<file path="config.mk">
export PLATFORM = sky130hd
export DESIGN_NAME = multi_clock_divider
export DESIGN_NICKNAME = d
export VERILOG_FILES = /design/src/rtl/clkdiv_pkg.sv /design/src/rtl/clkdiv_channel.sv /design/src/rtl/multi_clock_divider.sv
export SDC_FILE = /design/constraint.sdc
export NUM_CORES = 1
export LEC_CHECK = 0
export ABC_AREA = 1
export BUFFER_PORTS_ARGS = -buffer_cell sky130_fd_sc_hd__buf_2
export CORE_ASPECT_RATIO = 1.1
export CORE_MARGIN = 3
export CORE_UTILIZATION = 41
export CTS_BUF_LIST = sky130_fd_sc_hd__clkbuf_8 sky130_fd_sc_hd__clkbuf_16
export DETAILED_ROUTE_END_ITERATION = 16
export SYNTH_ARGS = -nofsm -noshare
export SYNTH_HDL_FRONTEND = slang
export SYNTH_SLANG_ARGS = --single-unit
</file>
<file path="constraint.sdc">
create_clock -name cin -period 3.38 [get_ports cin]
set_clock_uncertainty 0.05 [all_clocks]
set_input_delay 0.507 -clock cin [delete_from_list [all_inputs] [get_ports cin]]
set_output_delay 0.507 -clock cin [all_outputs]
set_load 0.02 [all_outputs]
</file>
<file path="src/rtl/clkdiv_pkg.sv">
// Shared constants, types and helpers for the multi-channel clock divider.
package clkdiv_pkg;

  localparam int unsigned CW_DEFAULT      = 32;
  localparam int unsigned CLK_HZ          = 50_000_000;
  localparam int unsigned DEFAULT_DIV_1HZ = 25_000_000;

  typedef logic [CW_DEFAULT-1:0] div_t;

  // Half-period in cin cycles for a requested cout frequency.
  function automatic int unsigned hz_to_div(input int unsigned freq);
    return CLK_HZ / (2 * freq);
  endfunction

endpackage

</file>
<file path="src/rtl/clkdiv_channel.sv">
// One divider channel: divisor register, counter, cout and tick.
// Optional CLKDIV_SYNC_EN adds a phase-align input.
module clkdiv_channel
  import clkdiv_pkg::*;
#(
  parameter int unsigned    CW          = CW_DEFAULT,
  parameter logic [CW-1:0]  DEFAULT_DIV = CW'(DEFAULT_DIV_1HZ)
) (
  input  logic          cin,
  input  logic          reset,
  input  logic          en,
  input  logic          load,
  input  logic [CW-1:0] load_val,
`ifdef CLKDIV_SYNC_EN
  input  logic          sync,
`endif
  output logic          cout,
  output logic          tick
);

  logic [CW-1:0] div_r;
  logic [CW-1:0] count;
  logic [CW-1:0] eff_div;
  logic          term;

  // >= compare: shrinking the divisor mid-count ends the period at once.
  always_comb begin
    eff_div = (div_r == '0) ? CW'(1) : div_r;
    term    = (count >= (eff_div - CW'(1)));
  end

  always_ff @(posedge cin) begin
    if (reset) begin
      div_r <= DEFAULT_DIV;
      count <= '0;
      cout  <= 1'b0;
      tick  <= 1'b0;
    end else begin
      if (load) div_r <= load_val;
`ifdef CLKDIV_SYNC_EN
      if (sync) begin
        count <= '0;
        cout  <= 1'b0;
        tick  <= 1'b0;
      end else
`endif
      if (load) begin
        count <= '0;
        tick  <= 1'b0;
      end else if (!en) begin
        tick  <= 1'b0;
      end else if (term) begin
        count <= '0;
        cout  <= ~cout;
        tick  <= 1'b1;
      end else begin
        count <= count + CW'(1);
        tick  <= 1'b0;
      end
    end
  end

endmodule

</file>
<file path="src/rtl/multi_clock_divider.sv">
// NCH independent runtime-programmable dividers sharing one load port.
// Optional CLKDIV_SYNC_EN adds a global sync input.
module multi_clock_divider
  import clkdiv_pkg::*;
#(
  parameter int unsigned   NCH         = 4,
  parameter int unsigned   CW          = CW_DEFAULT,
  parameter logic [CW-1:0] DEFAULT_DIV = CW'(DEFAULT_DIV_1HZ),
  localparam int unsigned  CHW         = (NCH > 1) ? $clog2(NCH) : 1
) (
  input  logic           cin,
  input  logic           reset,
  input  logic [NCH-1:0] en,
  input  logic           ld,
  input  logic [CHW-1:0] ld_ch,
  input  logic [CW-1:0]  ld_div,
`ifdef CLKDIV_SYNC_EN
  input  logic           sync,
`endif
  output logic           ld_ack,
  output logic           ld_err,
  output logic [NCH-1:0] cout,
  output logic [NCH-1:0] tick
);

  logic           ch_ok;
  logic           ld_ok;
  logic [NCH-1:0] hit;

  always_comb begin
    ch_ok = (32'(ld_ch) < NCH);
    ld_ok = ld && ch_ok;
  end

  always_ff @(posedge cin) begin
    if (reset) begin
      ld_ack <= 1'b0;
      ld_err <= 1'b0;
    end else begin
      ld_ack <= ld_ok;
      ld_err <= ld && !ch_ok;
    end
  end

  for (genvar i = 0; i < NCH; i++) begin : g_ch
    assign hit[i] = ld_ok && (32'(ld_ch) == i);

    clkdiv_channel #(
      .CW          (CW),
      .DEFAULT_DIV (DEFAULT_DIV)
    ) u_ch (
      .cin      (cin),
      .reset    (reset),
      .en       (en[i]),
      .load     (hit[i]),
      .load_val (ld_div),
`ifdef CLKDIV_SYNC_EN
      .sync     (sync),
`endif
      .cout     (cout[i]),
      .tick     (tick[i])
    );
  end

endmodule

</file>
==> results.py, run 1 <==
metrics = {
    "sta": {
        "drv_slew": 0,
        "finalCriticalPeriod_ns": 3.54,
        "worst_pin_slew_ns": 0.678,
        "period_share": 1.05,
        "fmax_mhz": 282,
        "slew_headroom": 0.547,
        "rsz0062_at_grt": "true",
        "worst_slack_ns": -0.161,
        "fin_hold_ws_ns": 0.226,
        "setup_viol": 110,
        "finalHoldViolations": 0,
    },
    "critical_path": {
        "arrival_ns": 3.97,
        "critPathBufInv": 2,
        "max_stage_delay_ns": 0.35,
        "cp_top_family": "simple AND/OR/NAND/NOR gates",
        "endpoint_kind": "register",
        "worstPathMaxFanout": 5,
        "cp.required_ns": 3.81,
        "path_depth": 25,
        "worstSetupPathType": "reg -> reg",
        "r2r_cells": 25,
        "startpoint_type": "register",
        "cp_slowest_cell": "dfxtp_2",
    },
    "routing": {
        "drc": 0,
        "routed_wirelength_um": 56500,
        "wl_met3_um": 2330,
        "drt-pass1-iter-count": 7,
        "drt_iter0_drc": 920,
        "vias": 18151,
        "routed_via_density": 5.04,
        "dr_wl_met2_um": 27000,
        "wl_met1_um": 25000,
        "highest_layer": "met4",
        "drtAntennaViolNets": 0,
        "wl_per_cell_um": 15.7,
    },
    "clocking": {
        "clkTransAtPathRegs_ns": 0.06,
        "root_buffer": "clkbuf_16",
        "cts_sinks": 265,
        "clock_latency_ns": 0.55,
        "cts_tree": "built",
        "ctsHoldBuffers": 0,
        "clockBufferDepth": 3,
        "numCtsBuffers": 34,
        "htreeDepth": 2,
    },
    "synth": {
        "ys_top_cells_by_area": "dfxtp_1 30%, nand2_1 12%, nor2_1 11%",
        "ys_seq_area_frac": 0.302,
        "yosysMostFrequentCell": "nand2_1",
        "synth_area_um2": 17600,
        "ys_top_cells_by_count": "577 x nand2_1, 516 x nor2_1, 273 x inv_1",
        "ys.flop_type": "dfxtp_1",
        "yosys.area.top_type": "dfxtp_1",
        "synth.distinct_cells": 44,
        "synth-edff-count": 0,
        "synthArstFlopShare": 0,
        "avgSynthCellArea_um2": 6.70,
        "ys_seq_elements": 265,
        "netlist_instances": 2625,
        "yosysWarnings": 0,
        "synth_top_area_frac": 0.302,
        "syn_nets": 2802,
    },
    "power_and_ir_drop": {
        "clockPowerShare": 0.447,
        "power.internal_mw": 5.97,
        "power.density_nw_per_um2": 348,
        "swShare": 0.275,
        "combPwrFrac": 0.155,
        "ir_worst_vdd_mv": 0.265,
        "p_switching_mw": 2.26,
        "power.total_mw": 8.23,
        "leakagePower_nw": 10.6,
        "pwr-share-seq": 0.398,
    },
    "global_route": {
        "grt_overflow": 0,
        "grt_max_degree": 127,
        "grt_use_total": 0.241,
        "grt_pass1_wl_um": 89200,
        "antenna_found_initial": 0,
        "first_global_vias": 17685,
    },
    "floorplanning": {
        "rows": 78,
        "die_w_um": 203,
        "ioPinCount": 51,
        "die_h_um": 223,
        "die_area_um2": 45400,
        "core_area_um2": 41800,
        "initial_core_util": 0.421,
    },
    "placement": {
        "port_buffers": 49,
        "dp_hpwl_um": 41500,
        "placedCellCount": 3453,
        "gp_congestion": 0.904,
    },
    "finish": {
        "diodes": 0,
        "filler_cell_count": 4093,
        "area_growth_pct": 34.4,
        "stdcell_count": 3598,
        "final_nets": 3190,
        "drive_gt1_frac": 0.283,
        "fin_util": 0.566,
    },
    "worst_hold_path": {
        "min_path_type": "in -> reg",
        "hold_path_depth": 3,
    },
    "flow_run": {
        "maxCapViolCount": 0,
    },
    "run_status": {
        "violations": "negative setup slack",
        "status": "complete, but fails checks",
    },
}
routing by layer:
metal / up-vias / global-route usage
li1: 9232 / -
met1: 8415 / 0.310
met2: 383 / 0.414
met3: 121 / 0.0290
met4: 0 / 0.0917
met5: - / 0
final timing paths:
kind / from / to / slack, ns
setup / recovery: g_ch[3].u_ch.div_r[25] / g_ch[3].u_ch.count[19] / -0.16
hold reg to reg: g_ch[3].u_ch.count[30] / g_ch[3].u_ch.count[30] / 0.47
hold / removal: ld / ld_ack / 0.23
setup reg to reg: g_ch[3].u_ch.div_r[25] / g_ch[3].u_ch.count[19] / -0.16
power by group through the flow:
stage / clock network [mW] / logic (mW) / registers, mW
after CTS: 3.76 / 1.19 / 3.27
after detailed placement: 0 / 1.08 / 3.33
after global placement: 0 / 1.06 / 3.33
after floorplan: 0 / 0.557 / 3.35
after global routing: 3.87 / 1.40 / 3.29
final: 3.67 / 1.28 / 3.28
worst min-delay path, cell delays in order:
cell,delay [ns]
buf_2,0.12
inv_1,0.08
nor2_1,0.05
metrics by stage:
stage,instance area (µm²),setup TNS (ns),setup WS [ns]
2_1_floorplan,17600,0,0.00275
3_3_place_gp,20400,-30.63,-0.475
3_5_place_dp,20400,-36.62,-0.495
4_1_cts,22700,-15.72,-0.183
5_1_grt,23600,-42.83,-0.393
6_report,23600,-11.04,-0.161
cells in the final DEF, fill, tap and decap left out, drive strengths merged:
cell / synthesis / final
o21ai: 106 / 106
conb: 1 / 1
nor3b: 1 / 1
xnor2: 48 / 48
bufinv: 0 / 1
o21a: 3 / 3
inv: 277 / 286
and3: 5 / 5
o22ai: 12 / 12
nand4: 66 / 66
buf: 24 / 409
nand3b: 7 / 7
or2: 7 / 7
nor3: 49 / 49
a21o: 6 / 6
o21bai: 11 / 11
o211ai: 13 / 13
xor2: 119 / 119
ha: 136 / 136
clkbuf: 36 / 47
nor4: 14 / 14
dfxtp: 265 / 265
nor2: 549 / 549
clkinv: 6 / 13
nand2: 597 / 597
a21oi: 113 / 113
nand3: 154 / 154
what timing repair did:
item,4_1_cts,5_1_grt
pin swaps,105,78
gates resized for setup,199,222
endpoints found under the hold margin,0,0
buffers inserted,64,21
cloned,8,3
endpoints found under the setup margin,135,136
state kept, by name, summed over array words and instances, names as in the netlist:
| register | flops |
|---|---|
| g_ch.u_ch.tick | 4 |
| ld_ack | 1 |
| g_ch.u_ch.count | 128 |
| g_ch.u_ch.div_r | 128 |
| g_ch.u_ch.cout | 4 |
cells by family after synthesis:
group           synth area share
fa+ha+maj                 0.0967
other cells             0.000213
xor+xnor                  0.0832
flops                      0.302
buf+inv                   0.0775
simple gates               0.360
compound gates            0.0813
final cells by class:
cell class | instances | area (µm²) | share of cell area
Inverter | 283 | 1070 | 0.0453
Clock inverter | 17 | 104 | 0.00439
Sequential cell | 265 | 5380 | 0.228
Clock buffer | 44 | 1020 | 0.0433
Tap cell | 560 | 701 | 0.0296
Timing Repair Buffer | 412 | 3310 | 0.140
Multi-Input combinational cell | 2017 | 12000 | 0.510
(Power assumes the default switching activity.)
==> run 2: changes to the inputs <==
- ABC_AREA: 1 -> not set
- CORE_MARGIN: 3 -> not set
==> run 2 against run 1 <==
  * Largest cell class unchanged
  * Critical endpoint is now g_ch[0].u_ch.cout
  * Largest power group unchanged
  * Final cell count shrank 23%
  * Critical path type unchanged
  * Synthesized area shrank 9.3%
  * Sequential power shrank 1%
  * The flow still finishes with violations (negative setup slack)
  * Flip-flop and latch count is the same
  * Combinational power shrank 26%
  * Global-route usage shrank 0.39 points
  * Worst setup slack lost 0.85 ns
==> results.py, run 2 <==
metrics = {
    "synth": {
        "yosysMostFrequentCell": "nand2_1",
        "synth-edff-count": 0,
        "yosys.area.top_type": "dfxtp_1",
        "ys_seq_elements": 265,
        "yosysWarnings": 0,
        "synth.distinct_cells": 63,
        "syn_nets": 2143,
        "synth_area_um2": 15900,
        "ys_top_cells_by_count": "371 x nand2_1, 265 x dfxtp_1, 136 x ha_1",
        "ys_seq_area_frac": 0.333,
        "ys.flop_type": "dfxtp_1",
        "synth_top_area_frac": 0.333,
        "netlist_instances": 1966,
        "ys_top_cells_by_area": "dfxtp_1 33%, ha_1 11%, nand2_1 8.7%",
        "synthArstFlopShare": 0,
        "avgSynthCellArea_um2": 8.11,
    },
    "critical_path": {
        "max_stage_delay_ns": 0.53,
        "worstSetupPathType": "reg -> reg",
        "cp.required_ns": 3.80,
        "endpoint_kind": "register",
        "r2r_slack_ns": -1.01,
        "cp_slowest_cell": "or4_4",
        "startpoint_type": "register",
        "path_cells": "or4_4 > or4_4 > nor3_4 > nand4_1 > nor2b_4 > ha_4 > nand2_4 > nor3_4 > nand2_2 > nor2_2 > xnor2_1 > ha_1 > nand4_1 > nor2_1 > a221oi_1 > nor3b_4 > a211oi_2 > mux2_4",
        "worstPathMaxFanout": 4,
        "arrival_ns": 4.80,
    },
    "clocking": {
        "ctsHoldBuffers": 0,
        "root_buffer": "clkbuf_16",
        "clockBufferDepth": 3,
        "clock_latency_ns": 0.58,
        "htreeDepth": 1,
        "cts_tree": "built",
        "numCtsBuffers": 30,
        "cts_sinks": 265,
        "clkTransAtPathRegs_ns": 0.06,
    },
    "sta": {
        "drv_slew": 0,
        "worst_pin_slew_ns": 1.38,
        "finalCriticalPeriod_ns": 4.39,
        "setup_tns_ns": -115.92,
        "fmax_mhz": 228,
        "period_share": 1.30,
        "worst_slack_ns": -1.01,
        "finalHoldViolations": 0,
        "rsz0062_at_grt": "true",
        "setup_viol": 136,
        "slew_headroom": 0.0761,
    },
    "finish": {
        "stdcell_count": 2760,
        "layout_commonest_cell": "nand2_1",
        "final_nets": 2419,
        "register_area_um2": 5320,
        "multiInputGateArea_um2": 11700,
        "diodes": 0,
        "filler_cell_count": 3371,
        "final_cell_mix": "366 x nand2_1, 267 x buf_4, 255 x dfxtp_1, 132 x ha_1, 125 x a21oi_1",
        "largestRegisters": "g_ch.u_ch.count (128), g_ch.u_ch.div_r (128)",
        "drive_gt1_frac": 0.265,
        "area_growth_pct": 34.4,
    },
    "global_route": {
        "grt_pass1_wl_um": 76100,
        "antenna_found_initial": 0,
        "grt_max_degree": 88,
        "grt_use_total": 0.238,
        "first_global_vias": 14709,
        "grt_overflow": 0,
    },
    "floorplanning": {
        "die_w_um": 190,
        "die_h_um": 209,
        "rows": 75,
        "initial_core_util": 0.418,
        "die_area_um2": 39700,
        "ioPinCount": 51,
        "core_area_um2": 38200,
    },
    "placement": {
        "dp_slack_ns": -1.02,
        "gp_congestion": 0.842,
        "placedCellCount": 2667,
        "dp_hpwl_um": 34000,
        "port_buffers": 49,
    },
    "flow_run": {
        "maxCapViolCount": 0,
    },
    "routing": {
        "drt_iter0_drc": 812,
        "wl_per_cell_um": 17.3,
        "vias": 14949,
        "drc": 0,
        "drtAntennaViolNets": 0,
        "routed_wirelength_um": 47700,
        "drt-pass1-iter-count": 5,
        "routed_via_density": 5.42,
    },
    "power_and_ir_drop": {
        "leakagePower_nw": 8.20,
        "ir_worst_vdd_mv": 0.385,
        "power.density_nw_per_um2": 348,
    },
    "run_status": {
        "status": "complete, but fails checks",
        "violations": "negative setup slack",
    },
    "worst_hold_path": {
        "min_path_type": "in -> reg",
    },
}
[run 2: cell count changes in the layout (fill, tap and decap cells not counted), moves of 49 or more]
cell	change
dfxtp_2	-54
dfxtp_1	+52
nor2_4	-56
xnor2_1	+65
nand3b_1	+49
o21ai_0	-88
inv_1	-248
nor2_2	-110
nand2_1	-169
nor2_1	-266
nand3_1	-76
buf_4	-55
[run 2: area by class of cell]
class                           instances  area share
Multi-Input combinational cell       1583       0.544
Sequential cell                       265       0.248
Timing Repair Buffer                  346       0.130
Clock buffer                           38      0.0407
Tap cell                              500      0.0292
Clock inverter                         12     0.00508
Inverter                               16     0.00280
[run 2: cells by family after synthesis]
group,count (synthesis),share of synthesized area
AND/OR/NAND/NOR,993,0.319
flip-flops,265,0.333
AO/OA/AOI/OAI,224,0.0851
XOR/XNOR,224,0.123
adder cells (fa/ha/maj),136,0.107
buffers and inverters,118,0.0300
multiplexers,5,0.00337
other,1,0.000235
[run 2: per-layer routing]
metal	global-route usage	vias to the layer above	wire, µm
li1	-	7520	-
met1	0.296	7132	20600
met2	0.430	245	24300
met3	0.0262	52	1880
met4	0.0601	0	862
met5	0	-	0
[run 2: where the power goes]
group | internal, mW | switching (mW)
clock | 1.94 | 1.34
sequential | 3.19 | 0.0433
combinational | 0.402 | 0.545
total | 5.54 | 1.93
[run 2: metrics by stage]
| stage | hold slack (ns) | power (mW) | cell area [µm²] | util |
|---|---|---|---|---|
| after floorplan | 0.395 | 3.78 | 16500 | - |
| after global placement | 0.437 | 4.15 | 18800 | 0.493 |
| after detailed placement | 0.450 | 4.17 | 18800 | 0.493 |
| after CTS | 0.180 | 7.49 | 20800 | 0.546 |
| after global routing | 0.196 | 7.74 | 21400 | 0.561 |
| final | 0.200 | 7.47 | 21400 | 0.561 |
[run 2: critical path: cells and delay by family (launching register included)]
kind | cells | cell delay, ns
adders and majority gates | 2 | 0.48
AOI/OAI and AO/OA | 2 | 0.44
muxes | 1 | 0.32
xor gates and xnor gates | 1 | 0.12
DFF | 1 | 0.32
and+or+nand+nor | 12 | 2.53
[run 2: final timing paths]
kind,cells after the start,from,to
worst max-delay path,18,g_ch[0].u_ch.div_r[8],g_ch[0].u_ch.cout
worst min-delay path,3,ld_div[31],g_ch[2].u_ch.div_r[31]
worst max register to register,18,g_ch[0].u_ch.div_r[8],g_ch[0].u_ch.cout
worst min register to register,2,g_ch[0].u_ch.count[0],g_ch[0].u_ch.count[0]
[run 2: repair_timing]
item                                    in CTS  in global routing
resized for setup                          106                 96
buffers inserted                            30                 13
pin swaps                                   31                 40
endpoints found under the setup margin     136                136
gates cloned                                 8                  1
